`config.mk`:
```
export PLATFORM = sky130hd
export DESIGN_NAME = mrjong_rom_loader
export DESIGN_NICKNAME = d
export VERILOG_FILES = /design/src/rtl/mrjong_pkg.sv /design/src/rtl/mrjong_rom_decode.sv /design/src/rtl/mrjong_rom_loader.sv
export SDC_FILE = /design/constraint.sdc
export NUM_CORES = 1
export LEC_CHECK = 0
export BUFFER_PORTS_ARGS = -buffer_cell sky130_fd_sc_hd__buf_4
export CAP_MARGIN = 0
export CELL_PAD_IN_SITES_DETAIL_PLACEMENT = 0
export CELL_PAD_IN_SITES_GLOBAL_PLACEMENT = 1
export CORE_MARGIN = 2
export CORE_UTILIZATION = 43
export DETAILED_ROUTE_END_ITERATION = 8
export PLACE_DENSITY_LB_ADDON = 0.1
export REMOVE_ABC_BUFFERS = 1
export SETUP_SLACK_MARGIN = 0.2
export SLEW_MARGIN = 10
export SYNTH_ARGS = -nofsm -noshare
export SYNTH_HDL_FRONTEND = slang
export SYNTH_SLANG_ARGS = --single-unit
```
`constraint.sdc`:
```
create_clock -name clk_sys -period 7 [get_ports clk_sys]
set_input_delay 0.35 -clock clk_sys [delete_from_list [all_inputs] [get_ports clk_sys]]
set_output_delay 0.35 -clock clk_sys [all_outputs]
set_load 0.02 [all_outputs]
```
`src/rtl/mrjong_pkg.sv`:
```
// Shared definitions for the MrJong ROM loader: image layout, loader states
// and decoded region identifiers.
package mrjong_pkg;

    localparam int CPU_LEN   = 32768;
    localparam int GFX_LEN   = 8192;
    localparam int PAL_LEN   = 32;
    localparam int LUT_LEN   = 256;

    localparam int CPU_BASE  = 0;
    localparam int GFX_BASE  = CPU_BASE + CPU_LEN;
    localparam int PAL_BASE  = GFX_BASE + GFX_LEN;
    localparam int LUT_BASE  = PAL_BASE + PAL_LEN;
    localparam int TOTAL_LEN = LUT_BASE + LUT_LEN;

    localparam int         CNT_W     = 16;
    localparam logic [7:0] ROM_INDEX = 8'd0;

    typedef enum logic [1:0] {
        IDLE,
        LOAD,
        CHECK,
        DONE
    } loader_state_t;

    typedef enum logic [2:0] {
        RGN_CPU,
        RGN_GFX,
        RGN_PAL,
        RGN_LUT,
        RGN_NONE
    } rom_region_t;

    function automatic logic [24:0] image_addr(input int v);
        return 25'(v);
    endfunction

endpackage

```
`src/rtl/mrjong_rom_decode.sv`:
```
// Combinational split of a linear image address into its physical region
// and the byte offset inside that region.
module mrjong_rom_decode
    import mrjong_pkg::*;
(
    input  logic [24:0] addr,
    output rom_region_t region,
    output logic [14:0] offset
);

    always_comb begin
        region = RGN_NONE;
        offset = '0;
        if (addr < image_addr(GFX_BASE)) begin
            region = RGN_CPU;
            offset = 15'(addr - image_addr(CPU_BASE));
        end else if (addr < image_addr(PAL_BASE)) begin
            region = RGN_GFX;
            offset = 15'(addr - image_addr(GFX_BASE));
        end else if (addr < image_addr(LUT_BASE)) begin
            region = RGN_PAL;
            offset = 15'(addr - image_addr(PAL_BASE));
        end else if (addr < image_addr(TOTAL_LEN)) begin
            region = RGN_LUT;
            offset = 15'(addr - image_addr(LUT_BASE));
        end
    end

endmodule

```
`src/rtl/mrjong_rom_loader.sv`:
```
// Routes the ioctl byte stream into the MrJong ROM/PROM regions, checks the
// download for length and continuity, and holds the core in reset until a
// good image is present.
//
// state | meaning
// IDLE  | no image accepted yet, or last download failed
// LOAD  | matching download active, bytes routed to regions
// CHECK | one cycle: judge byte count and sequence flag
// DONE  | valid image present, rom_loaded held
module mrjong_rom_loader
    import mrjong_pkg::*;
(
    input  logic        clk_sys,
    input  logic        reset,
    input  logic        user_reset,
    input  logic        ioctl_download,
    input  logic [7:0]  ioctl_index,
    input  logic        ioctl_wr,
    input  logic [24:0] ioctl_addr,
    input  logic [7:0]  ioctl_dout,
    output logic [7:0]  rom_data,
    output logic        cpu_rom_we,
    output logic [14:0] cpu_rom_addr,
    output logic        gfx_rom_we,
    output logic [12:0] gfx_rom_addr,
    output logic        pal_we,
    output logic [4:0]  pal_addr,
    output logic        lut_we,
    output logic [7:0]  lut_addr,
    output logic        rom_loaded,
    output logic        load_err,
    output logic        core_reset
);

    localparam logic [CNT_W-1:0] CNT_TOTAL = CNT_W'(TOTAL_LEN);

    loader_state_t    state_q, state_d;
    logic [CNT_W-1:0] cnt_q, cnt_d;
    logic             seq_err_q, seq_err_d;
    logic             dl_prev_q, dl_prev_d;
    logic             rom_loaded_q, rom_loaded_d;
    logic             load_err_q, load_err_d;
    logic             core_reset_q, core_reset_d;
    logic [7:0]       rom_data_q, rom_data_d;
    logic             cpu_we_q, cpu_we_d;
    logic             gfx_we_q, gfx_we_d;
    logic             pal_we_q, pal_we_d;
    logic             lut_we_q, lut_we_d;
    logic [14:0]      cpu_addr_q, cpu_addr_d;
    logic [12:0]      gfx_addr_q, gfx_addr_d;
    logic [4:0]       pal_addr_q, pal_addr_d;
    logic [7:0]       lut_addr_q, lut_addr_d;

    rom_region_t      rgn;
    logic [14:0]      rgn_off;
    logic             dl_rise;
    logic             dl_fall;
    logic             idx_match;

    mrjong_rom_decode u_decode (
        .addr   (ioctl_addr),
        .region (rgn),
        .offset (rgn_off)
    );

    always_comb begin
        state_d      = state_q;
        cnt_d        = cnt_q;
        seq_err_d    = seq_err_q;
        rom_loaded_d = rom_loaded_q;
        load_err_d   = load_err_q;
        rom_data_d   = rom_data_q;
        cpu_addr_d   = cpu_addr_q;
        gfx_addr_d   = gfx_addr_q;
        pal_addr_d   = pal_addr_q;
        lut_addr_d   = lut_addr_q;
        cpu_we_d     = 1'b0;
        gfx_we_d     = 1'b0;
        pal_we_d     = 1'b0;
        lut_we_d     = 1'b0;
        dl_prev_d    = ioctl_download;
        dl_rise      = ioctl_download & ~dl_prev_q;
        dl_fall      = ~ioctl_download & dl_prev_q;
        idx_match    = (ioctl_index == ROM_INDEX);
        core_reset_d = reset | user_reset | ~rom_loaded_q;

        case (state_q)
            IDLE, DONE: begin
                if (dl_rise && idx_match) begin
                    state_d      = LOAD;
                    cnt_d        = '0;
                    seq_err_d    = 1'b0;
                    rom_loaded_d = 1'b0;
                    load_err_d   = 1'b0;
                end
            end
            LOAD: begin
                // The byte is handled before the falling edge so CHECK sees its count.
                if (ioctl_wr && idx_match) begin
                    if (rgn == RGN_NONE) begin
                        seq_err_d = 1'b1;
                    end else begin
                        rom_data_d = ioctl_dout;
                        if (ioctl_addr != 25'(cnt_q)) begin
                            seq_err_d = 1'b1;
                        end
                        if (cnt_q != CNT_TOTAL) begin
                            cnt_d = cnt_q + CNT_W'(1);
                        end
                        case (rgn)
                            RGN_CPU: begin
                                cpu_we_d   = 1'b1;
                                cpu_addr_d = rgn_off;
                            end
                            RGN_GFX: begin
                                gfx_we_d   = 1'b1;
                                gfx_addr_d = rgn_off[12:0];
                            end
                            RGN_PAL: begin
                                pal_we_d   = 1'b1;
                                pal_addr_d = rgn_off[4:0];
                            end
                            RGN_LUT: begin
                                lut_we_d   = 1'b1;
                                lut_addr_d = rgn_off[7:0];
                            end
                            default: ;
                        endcase
                    end
                end
                if (dl_fall) begin
                    state_d = CHECK;
                end
            end
            CHECK: begin
                if ((cnt_q == CNT_TOTAL) && !seq_err_q) begin
                    state_d      = DONE;
                    rom_loaded_d = 1'b1;
                end else begin
                    state_d      = IDLE;
                    rom_loaded_d = 1'b0;
                    load_err_d   = 1'b1;
                end
            end
            default: state_d = IDLE;
        endcase
    end

    // dl_prev resets high so a download still active when reset releases
    // never looks like a fresh start.
    always_ff @(posedge clk_sys or posedge reset) begin
        if (reset) begin
            state_q      <= IDLE;
            cnt_q        <= '0;
            seq_err_q    <= 1'b0;
            dl_prev_q    <= 1'b1;
            rom_loaded_q <= 1'b0;
            load_err_q   <= 1'b0;
            core_reset_q <= 1'b1;
            rom_data_q   <= '0;
            cpu_we_q     <= 1'b0;
            gfx_we_q     <= 1'b0;
            pal_we_q     <= 1'b0;
            lut_we_q     <= 1'b0;
            cpu_addr_q   <= '0;
            gfx_addr_q   <= '0;
            pal_addr_q   <= '0;
            lut_addr_q   <= '0;
        end else begin
            state_q      <= state_d;
            cnt_q        <= cnt_d;
            seq_err_q    <= seq_err_d;
            dl_prev_q    <= dl_prev_d;
            rom_loaded_q <= rom_loaded_d;
            load_err_q   <= load_err_d;
            core_reset_q <= core_reset_d;
            rom_data_q   <= rom_data_d;
            cpu_we_q     <= cpu_we_d;
            gfx_we_q     <= gfx_we_d;
            pal_we_q     <= pal_we_d;
            lut_we_q     <= lut_we_d;
            cpu_addr_q   <= cpu_addr_d;
            gfx_addr_q   <= gfx_addr_d;
            pal_addr_q   <= pal_addr_d;
            lut_addr_q   <= lut_addr_d;
        end
    end

    assign rom_data     = rom_data_q;
    assign cpu_rom_we   = cpu_we_q;
    assign cpu_rom_addr = cpu_addr_q;
    assign gfx_rom_we   = gfx_we_q;
    assign gfx_rom_addr = gfx_addr_q;
    assign pal_we       = pal_we_q;
    assign pal_addr     = pal_addr_q;
    assign lut_we       = lut_we_q;
    assign lut_addr     = lut_addr_q;
    assign rom_loaded   = rom_loaded_q;
    assign load_err     = load_err_q;
    assign core_reset   = core_reset_q;

endmodule

```
==> metrics.md, run 1 <==
| Metric | Value |
|---|---|
| Initial DRC count | `102` |
| #FFs+latches synth | `76` |
| Die area | `0.00943 mm²` |
| Grt ovf | `0` |
| H-tree depth | `3` |
| MaxCap Viol Count | `0` |
| FP Rows | `33` |
| RSZ-0062 raised after global routing | `false` |
| Starting density of the core | `44.9%` |
| Post-DP HPWL | `7050 µm` |
| Hold_buf cts | `0` |
| WL final | `9200 µm` |
| Clk Latency, worst-skew pair | `0.36 ns` |
| Initial antenna violation count | `0` |
| Worst EP arrival | `3.13 ns` |
| Critical Path Slowest Stage Cell | `a2111oi_1` |
| Power per Cell Area | `194 mW/mm²` |
| Post-Syn Area per Cell | `10.2 µm²` |
| Vias in the first global route | `2,952` |
| Post-Syn Instances | `365` |
| CP Cell Sequence | `ha_1 > inv_1 > nor2_1 > a2111oi_1 > o311ai_2 > o311ai_0 > o41ai_1` |
| Crit path largest cell delay | `0.75 ns` |
| Endpoints failing hold | `0` |
| Worst-path fanout max | `12` |
| Worst VDD drop | `0.000108 V` |
| First-pass GRT wire length | `15,400 µm` |
| Clock buffer depth | `2` |
| ANT cells | `0` |
| Leading area contributor after synthesis | `dfrtp_1` |
| DRC | `0` |
| Top-area cell type share of the netlist area | `49.7%` |
| Fin. max-slew vios | `0` |
| Critical Path RT | `7.21 ns` |
| GPL Wtd Cong | `0.837` |
| CP Capture Type | `register` |
| Minimum clock period | `2.91 ns` |
| Ranking of synthesized cells by area | `dfrtp_1, mux2_2, nand2_1, o21ai_0, xnor2_1` |
| GRT Total Usage | `20.4%` |
| Layout Skew | `0.00807 ns` |
| Async set-reset flop share out of synthesis | `100%` |
| CP Class | `register to register` |
| Num ports | `102` |
| Die Wd | `97.1 µm` |
| Count leader, synth | `dfrtp_1` |
| CTS tree | `built` |
| Run status | `finished clean` |
| Layout cells sized above 1 | `32.5%` |
| Worst-margin pin slew | `0.950 ns` |
| Primary FF master, synth | `dfrtp_1` |
| Drt via density | `5.37` |
| Number of enable flip-flop cells after synthesis | `0` |
| Clock sinks | `76` |
| Layout area overhead | `27.0%` |
| Port Buffers | `101` |
| Antenna violation net count after detailed routing | `0` |
| WL/cell | `16.2 µm` |
| Largest net degree at the start of global routing | `77` |
| Resized Gates After CTS | `0` |
| Synth Warn # | `0` |
| Core Util, Final | `57.0%` |
| Power Total | `920 µW` |
| Die Span Y | `97.1 µm` |
| Relative slew slack | `36.7%` |
| Post-CTS setup buffers | `0` |
| Fmax | `343 MHz` |
| CTS root buf | `clkbuf_8` |
| Seq/Total Area, Yosys | `51.1%` |
| Final setup viols | `0` |
| Post-synth top cells | `dfrtp_1, nand2_1, o21ai_0` |
| Lkg Pwr | `2.24 nW` |
| Synth Cell Area | `0.00373 mm²` |
| Setup tns final | `0 ns` |
| Reg clk slew, reported paths | `0.08 ns` |
| Crit start category | `register` |
| Core area | `0.00830 mm²` |
| Fin nets | `513` |
| Num CTS Buffers | `9` |
| Hold/Removal Path Class | `primary input to register` |
| Pre-antenna DRT Iters | `4` |
| Vias after detailed routing | `3,057` |
| Count of cell types in the netlist | `52` |
| Final period utilization | `41.6%` |
through the flow:
stage	area, µm²	setup slack [ns]	hold slack (ns)	cells
after floorplan	3640	4.47	0.354	347
after global placement	4540	4.01	0.431	554
after detailed placement	4540	3.99	0.440	554
after CTS	4730	4.07	0.104	569
after global routing	4730	3.80	0.107	569
final	4730	4.09	0.116	569
critical path: cells and delay by family, from the launching register on:
kind	cells	cell delay, ns
simple gates	1	0.09
fa+ha+maj	1	0.35
compound gates	4	1.74
flops	1	0.40
buf+inv	1	0.20
cell families after synthesis:
logic type                 after synthesis  synth area share (%)
and+or+nand+nor                        129                  18.0
buffers and inverters                   35                  3.90
adders and majority gates                7                  2.35
muxes                                   24                  7.19
xor gates and xnor gates                17                  4.00
DFF                                     76                  51.1
AOI/OAI and AO/OA                       77                  13.5
power breakdown:
group          internal (mW)  switching, mW  total [mW]
logic                 0.0587         0.0757       0.134
clock network          0.163          0.168       0.332
registers              0.449        0.00514       0.454
state kept, by name, summed over array words and instances (netlist names):
register,count
rom_loaded,1
pal_addr,5
core_reset,1
load_err,1
pal_we,1
state_q,2
gfx_rom_addr,13
cnt_q,16
lut_we,1
gfx_rom_we,1
dl_prev_q,1
cpu_rom_addr,15
cpu_rom_we,1
seq_err_q,1
rom_data,8
lut_addr,8
final cells by class:
class                      instances  area [µm²]
fill                             756        3570
sequential                        76        1900
multi-input combinational        254        1680
timing repair buffer             102         766
tap                              105         131
clock buffer                       9         124
clock inverter                     6        65.1
inverter                          17        63.8
final timing paths:
kind | start | to | slack, ns | depth (start not counted)
worst max-delay path | state_q[0]$_DFFE_PP0P_ | cnt_q[13]$_DFFE_PP0P_ | 4.09 | 7
worst min-delay path | ioctl_download | dl_prev_q$_DFF_PP1_ | 0.12 | 1
worst max register to register | state_q[0]$_DFFE_PP0P_ | cnt_q[13]$_DFFE_PP0P_ | 4.09 | 7
worst min register to register | rom_loaded$_DFFE_PP0P_ | core_reset$_DFF_PP1_ | 0.44 | 1
max in group asynchronous | reset | cnt_q[15]$_DFFE_PP0P_ | 6.09 | 3
min in group asynchronous | reset | cpu_rom_addr[4]$_DFFE_PP0P_ | 0.27 | 3
cells in the final DEF, fill, tap and decap left out, types with 7 or more instances in the layout:
master / n
dfrtp_1: 74
o311ai_0: 8
xnor2_1: 12
inv_1: 16
mux2_2: 22
nand2_1: 56
o21ai_0: 38
clkbuf_8: 9
buf_4: 102
nor2_1: 9
ha_1: 7
nand3_1: 13
o31ai_1: 7
layer usage:
metal	wire, µm	part of all wire (%)	up-vias	track usage (%)
li1	-	-	1492	-
met1	4190	46	1471	28.7
met2	4390	48	83	31.5
met3	469	5.1	11	4.10
met4	141	1.5	0	7.48
met5	0	0	-	0
(Power assumes the default switching activity.)
==> inputs of run 2 (changes only) <==
- ABC_AREA: default -> 1
- CORE_UTILIZATION: 43 -> 38
- clock period: 7 -> 2.9 ns (I/O delays scaled with it)
==> run 2 against run 1 <==
Net effect: hold slack got worse by 0.10 ns; routed wire length increased by 22%; final cell count up 39%; critical path depth grew 2; die area rose by 24%; combinational power rose to 5.4 times the previous value; largest cell class is now multi-input combinational cells; largest power group unchanged; highest routed layer unchanged.
==> metrics.md, run 2 <==
| Metric | Value |
|---|---|
| Post-Syn Instances | `549` |
| Max reg flops | `16` |
| Layout area overhead | `26.8%` |
| Reg clk slew, reported paths | `0.08 ns` |
| Sw frac | `36.0%` |
| Layout Skew | `0.00961 ns` |
| Lkg Pwr | `2.76 nW` |
| Commonest non-fill, non-tap cell in the layout | `nand2_1` |
| ANT cells | `0` |
| Clk Latency, worst-skew pair | `0.36 ns` |
| Proportion of power drawn by the clock network | `27.6%` |
| Count leader, synth | `nand2_1` |
| Largest net degree at the start of global routing | `60` |
| Worst-path fanout max | `18` |
| CP Cell Sequence | `inv_1 > ha_1 > nand2_1 > inv_1 > nand2_1 > nor4_4 > inv_4 > nand2_1 > o21ai_2` |
| Fin nets | `704` |
| Post-DP HPWL | `8630 µm` |
| Antenna violation net count after detailed routing | `0` |
| CP Class | `register to register` |
| MaxCap Viol Count | `0` |
| Worst r2r src | `state_q[1]$_DFFE_PP0P_` |
| Die Wd | `108 µm` |
| Post-synth top cells | `nand2_1, dfrtp_1, inv_1` |
| DRC | `0` |
| Layout cells sized above 1 | `21.8%` |
| WL/cell | `14.2 µm` |
| Endpoints failing hold | `0` |
| GRT Total Usage | `20.6%` |
| Critical Path RT | `3.15 ns` |
| Post-Place Setup Slack | `0.689 ns` |
| CTS tree | `built` |
| CTS root buf | `clkbuf_8` |
| WHS Endpoint | `rom_data[2]$_DFFE_PP0P_` |
| Initial DRC count | `126` |
| Number of enable flip-flop cells after synthesis | `0` |
| Largest Register | `cnt_q` |
| Post-Syn Area per Cell | `7.48 µm²` |
| Num CTS Buffers | `9` |
| Final period utilization | `75.8%` |
| Core Util, Final | `50.0%` |
| Count of cell types in the netlist | `30` |
| Flop2flop setup slack | `0.70 ns` |
| #FFs+latches synth | `76` |
| Vias after detailed routing | `3,803` |
| Starting density of the core | `39.4%` |
| RSZ-0062 raised after global routing | `false` |
| Run status | `finished clean` |
| Leading area contributor after synthesis | `dfrtp_1` |
| Synth Cell Area | `0.00411 mm²` |
| Top-area cell type share of the netlist area | `45.1%` |
| Grt ovf | `0` |
| Minimum clock period | `2.20 ns` |
| Seq pwr share | `44.7%` |
| R2r endpoint | `gfx_rom_addr[4]$_DFFE_PP0P_` |
| Num ports | `102` |
| Cell Int Power | `1.67 mW` |
| Worst EP arrival | `2.45 ns` |
| Final setup viols | `0` |
| Critical Path Slowest Stage Cell | `nor4_4` |
| Power per Cell Area | `502 mW/mm²` |
| Crit path largest cell delay | `0.58 ns` |
| Net Sw Power | `941 µW` |
| Pre-antenna DRT Iters | `7` |
| Primary FF master, synth | `dfrtp_1` |
| Port Buffers | `101` |
| Crit start category | `register` |
| Most frequent cells in the layout | `nand2_1, buf_4, dfrtp_1` |
| First-pass GRT wire length | `18,700 µm` |
| Clock buffer depth | `2` |
| Cells on Worst Hold Path | `3` |
| Synth Warn # | `0` |
| WL final | `11,200 µm` |
| Worst VDD drop | `0.000383 V` |
| Drt via density | `4.80` |
| Async set-reset flop share out of synthesis | `100%` |
| Setup tns final | `0 ns` |
| Logic pwr share | `27.7%` |
| Clock sinks | `76` |
| CP Capture Type | `register` |
| Die Span Y | `108 µm` |
| Fin. max-slew vios | `0` |
| Seq/Total Area, Yosys | `46.4%` |
| FP Rows | `37` |
| GPL Wtd Cong | `0.836` |
| CP dominant cell by count | `nand2_1` |
| Die area | `0.0117 mm²` |
| Worst-margin pin slew | `0.732 ns` |
| Ranking of synthesized cells by area | `dfrtp_1, nand2_1, inv_1, nor2_1, nand3_1` |
| Relative slew slack | `50.8%` |
| Hold/Removal Path Class | `primary input to register` |
| Worst reg2reg path depth | `9` |
| Vias in the first global route | `3,761` |
| H-tree depth | `3` |
| Core area | `0.0104 mm²` |
| Fmax | `455 MHz` |
| Final setup margin | `0.702 ns` |
| Hold path startpoint | `ioctl_dout[2]` |
| Initial antenna violation count | `0` |
| Post-CTS setup buffers | `0` |
==> run 2: stage by stage <==
| stage | power, mW | hold slack [ns] | instance area, µm² | cells |
|---|---|---|---|---|
| 4_1_cts | 2.66 | 0.00225 | 5210 | 792 |
| 6_report | 2.62 | 0.0117 | 5210 | 792 |
| 2_1_floorplan | 1.65 | 0.149 | 4020 | 530 |
| 3_5_place_dp | 1.92 | 0.178 | 4990 | 771 |
| 3_3_place_gp | 1.92 | 0.181 | 4990 | 771 |
| 5_1_grt | 2.81 | 0.0155 | 5210 | 792 |
==> run 2: area by class of cell <==
class	instances	area, µm²
tap	136	170
multi-input combinational	402	1920
fill	1079	5210
clock buffer	10	128
clock inverter	6	38.8
inverter	52	198
sequential	76	1900
timing repair buffer	110	851
==> run 2: kinds of logic (layout without fill, tap and decap cells) <==
logic type                 after synthesis  after routing  share of synthesized area (%)
AOI/OAI and AO/OA                       41             41                           5.76
buffers and inverters                   71            178                           6.94
adders and majority gates                7              7                           2.13
DFF                                     76             76                           46.4
xor gates and xnor gates                20             20                           4.26
and+or+nand+nor                        334            334                           34.5
==> run 2: worst max path at each step <==
stage | startpoint | to | slack (ns) | cells past startpoint
after floorplan | reset | cnt_q[0]$_DFFE_PP0P_ | 0.82 | 1
after global placement | state_q[1]$_DFFE_PP0P_ | gfx_rom_addr[2]$_DFFE_PP0P_ | 0.75 | 9
after detailed placement | state_q[1]$_DFFE_PP0P_ | gfx_rom_addr[9]$_DFFE_PP0P_ | 0.69 | 9
after CTS | state_q[1]$_DFFE_PP0P_ | gfx_rom_addr[4]$_DFFE_PP0P_ | 0.67 | 9
after global routing | state_q[1]$_DFFE_PP0P_ | gfx_rom_addr[11]$_DFFE_PP0P_ | 0.41 | 8
final | state_q[1]$_DFFE_PP0P_ | gfx_rom_addr[4]$_DFFE_PP0P_ | 0.70 | 9
==> run 2: layer usage <==
layer	GRT usage, %	up-vias	wire length [µm]
met5	0	-	0
met4	7.23	0	208
met3	4.16	17	520
met2	34.6	85	5430
met1	26.5	1779	5080
li1	-	1922	-
==> run 2: timing repair <==
action                    in CTS  in global routing
resized for setup              0                  0
hold buffers                   5                  0
hold endpoints to repair      20                  0
==> run 2: power groups by stage <==
stage / logic, mW / clock network (mW) / registers, mW
after global placement: 0.726 / 0 / 1.19
after global routing: 0.833 / 0.794 / 1.18
after detailed placement: 0.726 / 0 / 1.19
after floorplan: 0.449 / 0 / 1.20
after CTS: 0.734 / 0.750 / 1.17
final: 0.724 / 0.721 / 1.17
==> run 2: worst max-delay path: cells and delay by family, from the launching register on <==
family / cells / cell delay [ns]
buffers and inverters: 3 / 0.35
adder cells (fa/ha/maj): 1 / 0.31
AO/OA/AOI/OAI: 1 / 0.05
flip-flops: 1 / 0.40
AND/OR/NAND/NOR: 4 / 0.94
==> inputs of run 3 (changes only) <==
- CORE_UTILIZATION: 38 -> 35
- clock period: 2.9 -> 1.8 ns (I/O delays scaled with it)
==> run 3 against run 2 <==
Net effect: final area is 14% higher; final cell count up 6.3%; flip-flop and latch count did not move; maximum frequency grew 34%; clock-buffer cell count rose by 1.
==> metrics.md, run 3 (same netlist as run 2, synthesis figures left out) <==
| Metric | Value |
|---|---|
| Core area | `0.0114 mm²` |
| MaxCap Viol Count | `0` |
| Largest net degree at the start of global routing | `58` |
| Clk Latency, worst-skew pair | `0.35 ns` |
| WHS Endpoint | `lut_addr[3]$_DFFE_PP0P_` |
| Most frequent cells in the layout | `nand2_1, buf_4, dfrtp_1` |
| Placed inst area | `0.00518 mm²` |
| Layout area overhead | `44.1%` |
| Grt ovf | `0` |
| R2r endpoint | `cnt_q[6]$_DFFE_PP0P_` |
| Cells on Worst Hold Path | `3` |
| Worst r2r src | `state_q[1]$_DFFE_PP0P_` |
| Worst-margin pin slew | `0.323 ns` |
| GRT Total Usage | `19.7%` |
| WL final | `12,100 µm` |
| Worst EP arrival | `1.92 ns` |
| Endpoints failing hold | `0` |
| FP Rows | `39` |
| Fin. max-slew vios | `0` |
| Relative slew slack | `78.5%` |
| First-pass GRT wire length | `19,700 µm` |
| Layout cells sized above 1 | `29.8%` |
| Drt via density | `4.71` |
| Die Wd | `112 µm` |
| Clock sinks | `76` |
| Final setup viols | `0` |
| Die Span Y | `112 µm` |
| Run status | `finished clean` |
| Flop2flop setup slack | `0.16 ns` |
| CTS root buf | `clkbuf_16` |
| CP Class | `register to register` |
| Fmax | `609 MHz` |
| WL/cell | `14.3 µm` |
| Vias in the first global route | `3,864` |
| GPL Wtd Cong | `0.849` |
| Lkg Pwr | `3.11 nW` |
| Pre-antenna DRT Iters | `4` |
| Worst-path fanout max | `7` |
| Largest Register | `cnt_q` |
| Vias after detailed routing | `3,966` |
| Design area | `0.00592 mm²` |
| CP Capture Type | `register` |
| CTS tree | `built` |
| Max reg flops | `16` |
| Worst reg2reg path depth | `11` |
| DRC | `0` |
| Power per Cell Area | `972 mW/mm²` |
| Num ports | `102` |
| RSZ-0062 raised after global routing | `true` |
| Minimum clock period | `1.64 ns` |
| Final period utilization | `91.2%` |
| Layout Skew | `0.00807 ns` |
| Commonest non-fill, non-tap cell in the layout | `nand2_1` |
| Initial DRC count | `172` |
| Num CTS Buffers | `9` |
| Initial antenna violation count | `0` |
| Antenna violation net count after detailed routing | `0` |
| Port Buffers | `101` |
| Starting density of the core | `36.0%` |
| Reg clk slew, reported paths | `0.06 ns` |
| Crit start category | `register` |
| Die area | `0.0126 mm²` |
| ANT cells | `0` |
| Hold/Removal Path Class | `primary input to register` |
| Post-DP HPWL | `8980 µm` |
| H-tree depth | `3` |
| Final setup margin | `0.158 ns` |
| Worst VDD drop | `0.000685 V` |
| Critical Path RT | `2.08 ns` |
| Hold path startpoint | `ioctl_addr[3]` |
| Fin nets | `747` |
| Post-Place Setup Slack | `-0.0743 ns` |
| Clock buffer depth | `2` |
[run 3: layout make-up]
cell class	instances	area [µm²]
clock buffers	11	243
clock inverters	5	108
fillers	1148	5500
inverters	52	214
multi-input cells	402	2030
flip-flops and latches	76	1910
well taps	143	179
repair buffers	152	1230
repair inverters	1	6.26
[run 3: power breakdown]
part	switching, mW	internal (mW)	total (mW)
Clock	0.748	1.40	2.15
Sequential	0.0677	1.81	1.87
Combinational	0.995	0.735	1.73
Total	1.81	3.94	5.75
[run 3: repair_timing]
action,4_1_cts,5_1_grt
gates resized for setup,17,37
hold buffers,14,0
hold endpoints to repair,88,0
pin swaps,3,7
gates cloned,1,1
buffers inserted,7,2
setup endpoints to repair,64,66
[run 3: per-layer routing]
metal	vias to the layer above	share of wire [%]	global-route usage (%)
li1	2018	-	-
met4	0	1.5	7.07
met5	-	0	0
met1	1857	46	26.3
met2	76	49	32.4
met3	15	3.8	3.19
[run 3: through the flow]
step	std cells	setup TNS, ns	hold WS [ns]	total power, mW	util, %
CTS	839	0	0.0440	5.73	50.9
global route	842	0	0.0768	6.05	51.8
floorplan	530	-16.70	0.0945	2.65	-
detailed placement	801	-0.0743	0.148	3.23	45.4
global placement	801	-0.0457	0.146	3.22	45.4
finish	842	0	0.0550	5.75	51.8
[run 3: worst max-delay path by stage]
stage / start / to / slack [ns] / depth (start not counted)
floorplan: reset / cnt_q[0]$_DFFE_PP0P_ / -0.23 / 1
global placement: state_q[1]$_DFFE_PP0P_ / seq_err_q$_DFFE_PP0P_ / -0.05 / 13
detailed placement: state_q[1]$_DFFE_PP0P_ / seq_err_q$_DFFE_PP0P_ / -0.07 / 13
CTS: state_q[1]$_DFFE_PP0P_ / seq_err_q$_DFFE_PP0P_ / 0.16 / 13
global route: state_q[1]$_DFFE_PP0P_ / seq_err_q$_DFFE_PP0P_ / 0.05 / 13
finish: state_q[1]$_DFFE_PP0P_ / cnt_q[6]$_DFFE_PP0P_ / 0.16 / 11
[run 3: critical path: stages (launching register included)]
cell	delay [ns]
dfrtp_1	0.39
buf_4	0.15
ha_4	0.27
inv_2	0.06
nand2_1	0.06
nand2_1	0.06
inv_2	0.06
nand3_2	0.09
nor2_4	0.17
clkbuf_16	0.18
nand2_1	0.05
nand2_1	0.05
